<file path="config.mk">
export PLATFORM = sky130hd
export DESIGN_NAME = axi_lite_master
export DESIGN_NICKNAME = d
export VERILOG_FILES = /design/src/rtl/axi_lite_master.sv
export SDC_FILE = /design/constraint.sdc
export NUM_CORES = 1
export LEC_CHECK = 0
export BUFFER_PORTS_ARGS = -buffer_cell sky130_fd_sc_hd__buf_2
export CORE_AREA = 3 3 89 133
export DETAILED_ROUTE_END_ITERATION = 7
export DIE_AREA = 0 0 92 136
export PLACE_DENSITY = 0.61
export RECOVER_POWER = 25
export SYNTH_ARGS = -nofsm -noshare
export SYNTH_HDL_FRONTEND = slang
export SYNTH_SLANG_ARGS = --single-unit
</file>
<file path="constraint.sdc">
create_clock -name clk -period 2.7 [get_ports clk]
set_input_delay 0.54 -clock clk [delete_from_list [all_inputs] [get_ports clk]]
set_output_delay 0.54 -clock clk [all_outputs]
set_load 0.005 [all_outputs]
</file>
<file path="src/rtl/axi_lite_master.sv">
// AXI4-Lite initiator: turns a command/response strobe pair into single write or read transactions.
// Optional AXI_LITE_MASTER_LATENCY_EN adds o_rsp_latency (saturating accept-to-response cycle count).
module axi_lite_master #(
  parameter int ADDR_WIDTH = 16,
  parameter int DATA_WIDTH = 32
`ifdef AXI_LITE_MASTER_LATENCY_EN
  , parameter int LAT_WIDTH = 16
`endif
) (
  input  logic                  clk,
  input  logic                  rst,
  input  logic                  i_cmd_valid,
  output logic                  o_cmd_ready,
  input  logic                  i_cmd_write,
  input  logic [ADDR_WIDTH-1:0] i_cmd_addr,
  input  logic [DATA_WIDTH-1:0] i_cmd_wdata,
  output logic                  o_rsp_valid,
  input  logic                  i_rsp_ready,
  output logic                  o_rsp_write,
  output logic [DATA_WIDTH-1:0] o_rsp_rdata,
  output logic [1:0]            o_rsp_resp,
  output logic                  o_awvalid,
  input  logic                  i_awready,
  output logic [ADDR_WIDTH-1:0] o_awaddr,
  output logic                  o_wvalid,
  input  logic                  i_wready,
  output logic [DATA_WIDTH-1:0] o_wdata,
  input  logic                  i_bvalid,
  output logic                  o_bready,
  input  logic [1:0]            i_bresp,
  output logic                  o_arvalid,
  input  logic                  i_arready,
  output logic [ADDR_WIDTH-1:0] o_araddr,
  input  logic                  i_rvalid,
  output logic                  o_rready,
  input  logic [DATA_WIDTH-1:0] i_rdata,
  input  logic [1:0]            i_rresp
`ifdef AXI_LITE_MASTER_LATENCY_EN
  , output logic [LAT_WIDTH-1:0] o_rsp_latency
`endif
);

  typedef enum logic [2:0] {S_IDLE, S_WR, S_WR_RESP, S_RD_ADDR, S_RD_DATA, S_RESP} state_t;

  state_t                state, state_nxt;
  logic                  cmd_rdy_q;
  logic                  write_q, aw_done, w_done;
  logic [ADDR_WIDTH-1:0] addr_q;
  logic [DATA_WIDTH-1:0] wdata_q, rdata_q;
  logic [1:0]            resp_q;
  logic                  rsp_write_q;
  logic                  accept, aw_hs, w_hs;

  assign accept = i_cmd_valid & cmd_rdy_q;
  assign aw_hs  = o_awvalid & i_awready;
  assign w_hs   = o_wvalid & i_wready;

  always_ff @(posedge clk or posedge rst) begin
    if (rst) state <= S_IDLE;
    else     state <= state_nxt;
  end

  always_comb begin
    state_nxt   = state;
    o_cmd_ready = cmd_rdy_q;
    o_awvalid   = 1'b0;
    o_wvalid    = 1'b0;
    o_bready    = 1'b0;
    o_arvalid   = 1'b0;
    o_rready    = 1'b0;
    o_rsp_valid = 1'b0;
    case (state)
      S_IDLE:    if (accept) state_nxt = i_cmd_write ? S_WR : S_RD_ADDR;
      S_WR: begin
        o_awvalid = ~aw_done;
        o_wvalid  = ~w_done;
        if ((aw_done | aw_hs) && (w_done | w_hs)) state_nxt = S_WR_RESP;
      end
      S_WR_RESP: begin
        o_bready = 1'b1;
        if (i_bvalid) state_nxt = S_RESP;
      end
      S_RD_ADDR: begin
        o_arvalid = 1'b1;
        if (i_arready) state_nxt = S_RD_DATA;
      end
      S_RD_DATA: begin
        o_rready = 1'b1;
        if (i_rvalid) state_nxt = S_RESP;
      end
      S_RESP: begin
        o_rsp_valid = 1'b1;
        if (i_rsp_ready) state_nxt = S_IDLE;
      end
      default:   state_nxt = S_IDLE;
    endcase
  end

  // cmd_ready is registered so it reads 0 while rst is held, then rises one cycle after release
  always_ff @(posedge clk or posedge rst) begin
    if (rst) begin
      cmd_rdy_q   <= 1'b0;
      write_q     <= 1'b0;
      aw_done     <= 1'b0;
      w_done      <= 1'b0;
      addr_q      <= '0;
      wdata_q     <= '0;
      rdata_q     <= '0;
      resp_q      <= 2'b00;
      rsp_write_q <= 1'b0;
    end else begin
      cmd_rdy_q <= (state_nxt == S_IDLE);
      if (accept) begin
        write_q <= i_cmd_write;
        addr_q  <= i_cmd_addr;
        wdata_q <= i_cmd_wdata;
        aw_done <= 1'b0;
        w_done  <= 1'b0;
      end
      if (aw_hs) aw_done <= 1'b1;
      if (w_hs)  w_done  <= 1'b1;
      if (state == S_WR_RESP && i_bvalid) begin
        resp_q      <= i_bresp;
        rdata_q     <= '0;
        rsp_write_q <= 1'b1;
      end
      if (state == S_RD_DATA && i_rvalid) begin
        resp_q      <= i_rresp;
        rdata_q     <= i_rdata;
        rsp_write_q <= 1'b0;
      end
    end
  end

  assign o_awaddr    = addr_q;
  assign o_araddr    = addr_q;
  assign o_wdata     = wdata_q;
  assign o_rsp_write = rsp_write_q;
  assign o_rsp_rdata = rdata_q;
  assign o_rsp_resp  = resp_q;

`ifdef AXI_LITE_MASTER_LATENCY_EN
  logic [LAT_WIDTH-1:0] lat_q;
  logic                 busy;

  assign busy = (state == S_WR) || (state == S_WR_RESP) ||
                (state == S_RD_ADDR) || (state == S_RD_DATA);

  // accept cycle counts as 0, so the first in-flight cycle already reads 1
  always_ff @(posedge clk or posedge rst) begin
    if (rst)                    lat_q <= '0;
    else if (accept)            lat_q <= LAT_WIDTH'(1);
    else if (busy && ~&lat_q)   lat_q <= lat_q + 1'b1;
  end

  assign o_rsp_latency = lat_q;
`endif

  logic unused_write_q;
  assign unused_write_q = write_q;

endmodule

</file>
==> impl_metrics.py <==
metrics = {
    "outcome": {
        "run_status": "finished, final reports clean",
    },
    "critical_path": {
        "cpPeakStageDelay_ns": 0.61,
        "cp.required_ns": 2.16,
        "worst_r2r_path_depth": 4,
        "regToRegStartpoint": "state[2]",
        "path_class": "reg2out",
        "worst-path-max-fanout": 13,
        "cp_slowest_cell": "dfrtp_1",
        "reg2reg_to": "o_cmd_ready",
        "crit_chain": "or4b_1 > inv_1 > buf_2",
        "startpoint_type": "flip-flop",
        "end_kind": "output pin",
        "arrival_ns": 1.65,
        "rrSetupSlack_ns": 0.92,
    },
    "timing": {
        "hold_viol_final": 0,
        "rsz0062_at_grt": "false",
        "drv_slew": 0,
        "fin_crit_ns": 2.19,
        "period_share_pct": 81.1,
        "fmax_mhz": 457,
        "relSlewSlack_pct": 17.0,
        "setup_viol": 0,
        "tns_ns": 0,
        "fin_worst_skew_ns": 0.00615,
        "holdWs_ns": 0.432,
        "worst_slew_pin_slew_ns": 1.24,
    },
    "layout": {
        "final_util_pct": 45.4,
        "fillers": 1047,
        "area_growth_pct": 37.5,
        "final_area_sq_um": 4860,
        "multi_input_area_sq_um": 1120,
        "stdcell_count": 579,
        "drive_gt1_share_pct": 62.4,
        "num-nets-final": 523,
        "seq_area_sq_um": 2230,
    },
    "clocking": {
        "clock-sinks": 89,
        "clkSlewWorstSetupHoldPaths_ns": 0.06,
        "hold_buffers": 0,
        "cts-htree-levels": 3,
        "cts_inserted_buffers": 9,
        "clockBufferDepth": 2,
        "clk_latency_ns": 0.33,
        "cts_tree": "done",
        "cts_setup_buffers": 0,
        "cts_resized": 0,
        "clock-root-buffer": "clkbuf_16",
    },
    "drt": {
        "first_iter_violations": 27,
        "drc_errors": 0,
        "wl_met2_mm": 4.26,
        "vias": 2617,
        "routedWlPerCell_um": 14.6,
        "drt-met1-wl_mm": 3.26,
        "ant_nets": 0,
        "via_per_inst": 4.52,
        "highest_layer": "met5",
        "drtPass1Iterations": 4,
        "wl_met3_um": 781,
        "routed_wl_mm": 8.47,
    },
    "floorplanning": {
        "die_w_um": 92,
        "ios": 200,
        "start_util_pct": 33.0,
        "die_y_um": 136,
        "die_area_sq_um": 12500,
        "rows": 46,
        "coreArea_sq_um": 10700,
    },
    "run": {
        "drv_cap": 0,
    },
    "placement": {
        "dpl_cell_area_sq_um": 4580,
        "gp_congestion": 0.758,
        "dp_hpwl_mm": 6.36,
        "port_buffers": 199,
        "dp_cells": 562,
    },
    "synthesis": {
        "synthArstFlopShare_pct": 100,
        "netlist_instances": 246,
        "synth_enable_flop_cells": 0,
        "ys_ff_latch": 89,
        "synth_flop_cell": "dfrtp_1",
        "yosysWarnings": 0,
        "synthDistinctLibCells": 32,
        "syn_area_sq_um": 3540,
        "syn-num-nets": 340,
        "yosysSeqAreaShare_pct": 63.0,
        "syn_area_per_cell_sq_um": 14.4,
    },
    "global_route": {
        "grt_pass1_wl_mm": 13.8,
        "overflow": 0,
        "antenna_found_initial": 1,
        "grt_pass1_vias": 2777,
        "grt_start_max_net_pins": 63,
        "grtUsageTotal_pct": 13.9,
    },
    "pwr": {
        "p_leak_uw": 0.00253,
        "p_per_area_nw_per_um2": 1160,
        "peakVddDrop_uv": 416,
    },
    "min_path": {
        "holdPathEnd": "o_rsp_rdata[15]",
        "hold_start": "i_rdata[15]",
        "hold_depth": 2,
        "min-delay-path-class": "in2reg",
    },
}
==> stage by stage <==
step / worst slack [ns] / power [uW]
after floorplan: 1.05 / 3630
after global placement: 0.881 / 4460
after detailed placement: 0.852 / 4520
after CTS: 0.498 / 5770
after global routing: 0.419 / 6100
final: 0.510 / 5660
==> state kept, by name (all words and copies together) (netlist names), 2 cells and up <==
register     count
o_araddr        16
o_rsp_rdata     32
o_rsp_resp       2
o_wdata         32
state            3
==> kinds of logic (layout without fill, tap and decap cells) <==
family                 Yosys count  after routing  share of synthesized area [%]
DFF                             89             89                           63.0
muxes                           51             51                           16.1
AOI/OAI and AO/OA               45             45                           10.3
buffers and inverters           34            222                           5.63
and+or+nand+nor                 27             27                           4.95
other                            0              1                              0
==> routing by layer <==
layer / vias up / global-route usage [%]
li1: 1243 / -
met1: 1235 / 16.4
met2: 126 / 23.3
met3: 11 / 4.82
met4: 2 / 5.54
met5: - / 0
==> where the power goes <==
part	internal (uW)	switching [uW]	total [uW]
Combinational	1210	874	2080
Clock	720	500	1220
Sequential	1980	385	2360
==> cell usage after synthesis, types with 2 or more instances <==
library cell | instances | share of area [%]
a21oi_1 | 2 | 0.28
a22o_1 | 34 | 8.4
buf_1 | 5 | 0.53
buf_2 | 3 | 0.42
buf_4 | 16 | 3.4
clkbuf_1 | 6 | 0.64
dfrtp_1 | 89 | 63
inv_1 | 2 | 0.21
mux2_2 | 48 | 15
mux2i_1 | 3 | 0.85
nand2_1 | 6 | 0.64
nand2b_1 | 2 | 0.35
nand3b_1 | 2 | 0.42
nor2b_1 | 2 | 0.35
nor3_1 | 3 | 0.42
nor3b_1 | 3 | 0.64
o21ai_0 | 2 | 0.28
o21ai_1 | 2 | 0.28
o22ai_1 | 2 | 0.35
or3_1 | 2 | 0.35
==> critical path, delay by kind of cell (launching register included) <==
kind	cells	cell delay, ns
simple gates	1	0.50
buf+inv	2	0.22
flops	1	0.61
==> layout make-up <==
class | instances | share of cell area [%]
Clock buffer | 10 | 4.71
Sequential cell | 89 | 45.8
Timing Repair Buffer | 203 | 21.1
Tap cell | 144 | 3.70
Inverter | 3 | 0.257
Multi-Input combinational cell | 123 | 23.0
Clock inverter | 6 | 1.39
Antenna cell | 1 | 0.0515
==> worst max-delay path by stage <==
stage	from	to	cells past startpoint
global placement	state[0]	o_awvalid	3
floorplan	i_bvalid	o_cmd_ready	5
global route	state[0]	o_awvalid	3
CTS	state[0]	o_awvalid	3
detailed placement	state[0]	o_awvalid	3
finish	state[0]	o_awvalid	3
==> placed cells by master (no fill, tap or decap), types with 2 or more instances in the layout <==
cell and n:
mux2i_1 3, mux2_2 48, clkinvlp_4 2, o21ai_1 2
dfrtp_1 89, nand2b_1 2, nand2_1 5, nor3b_1 3
o22ai_1 2, nand3b_1 2, buf_4 3, buf_2 199
clkbuf_16 9, a21oi_1 2, o21ai_0 2, a22o_1 34
nor3_1 3, nor2b_1 2, or3_1 2
(Power assumes the default switching activity.)
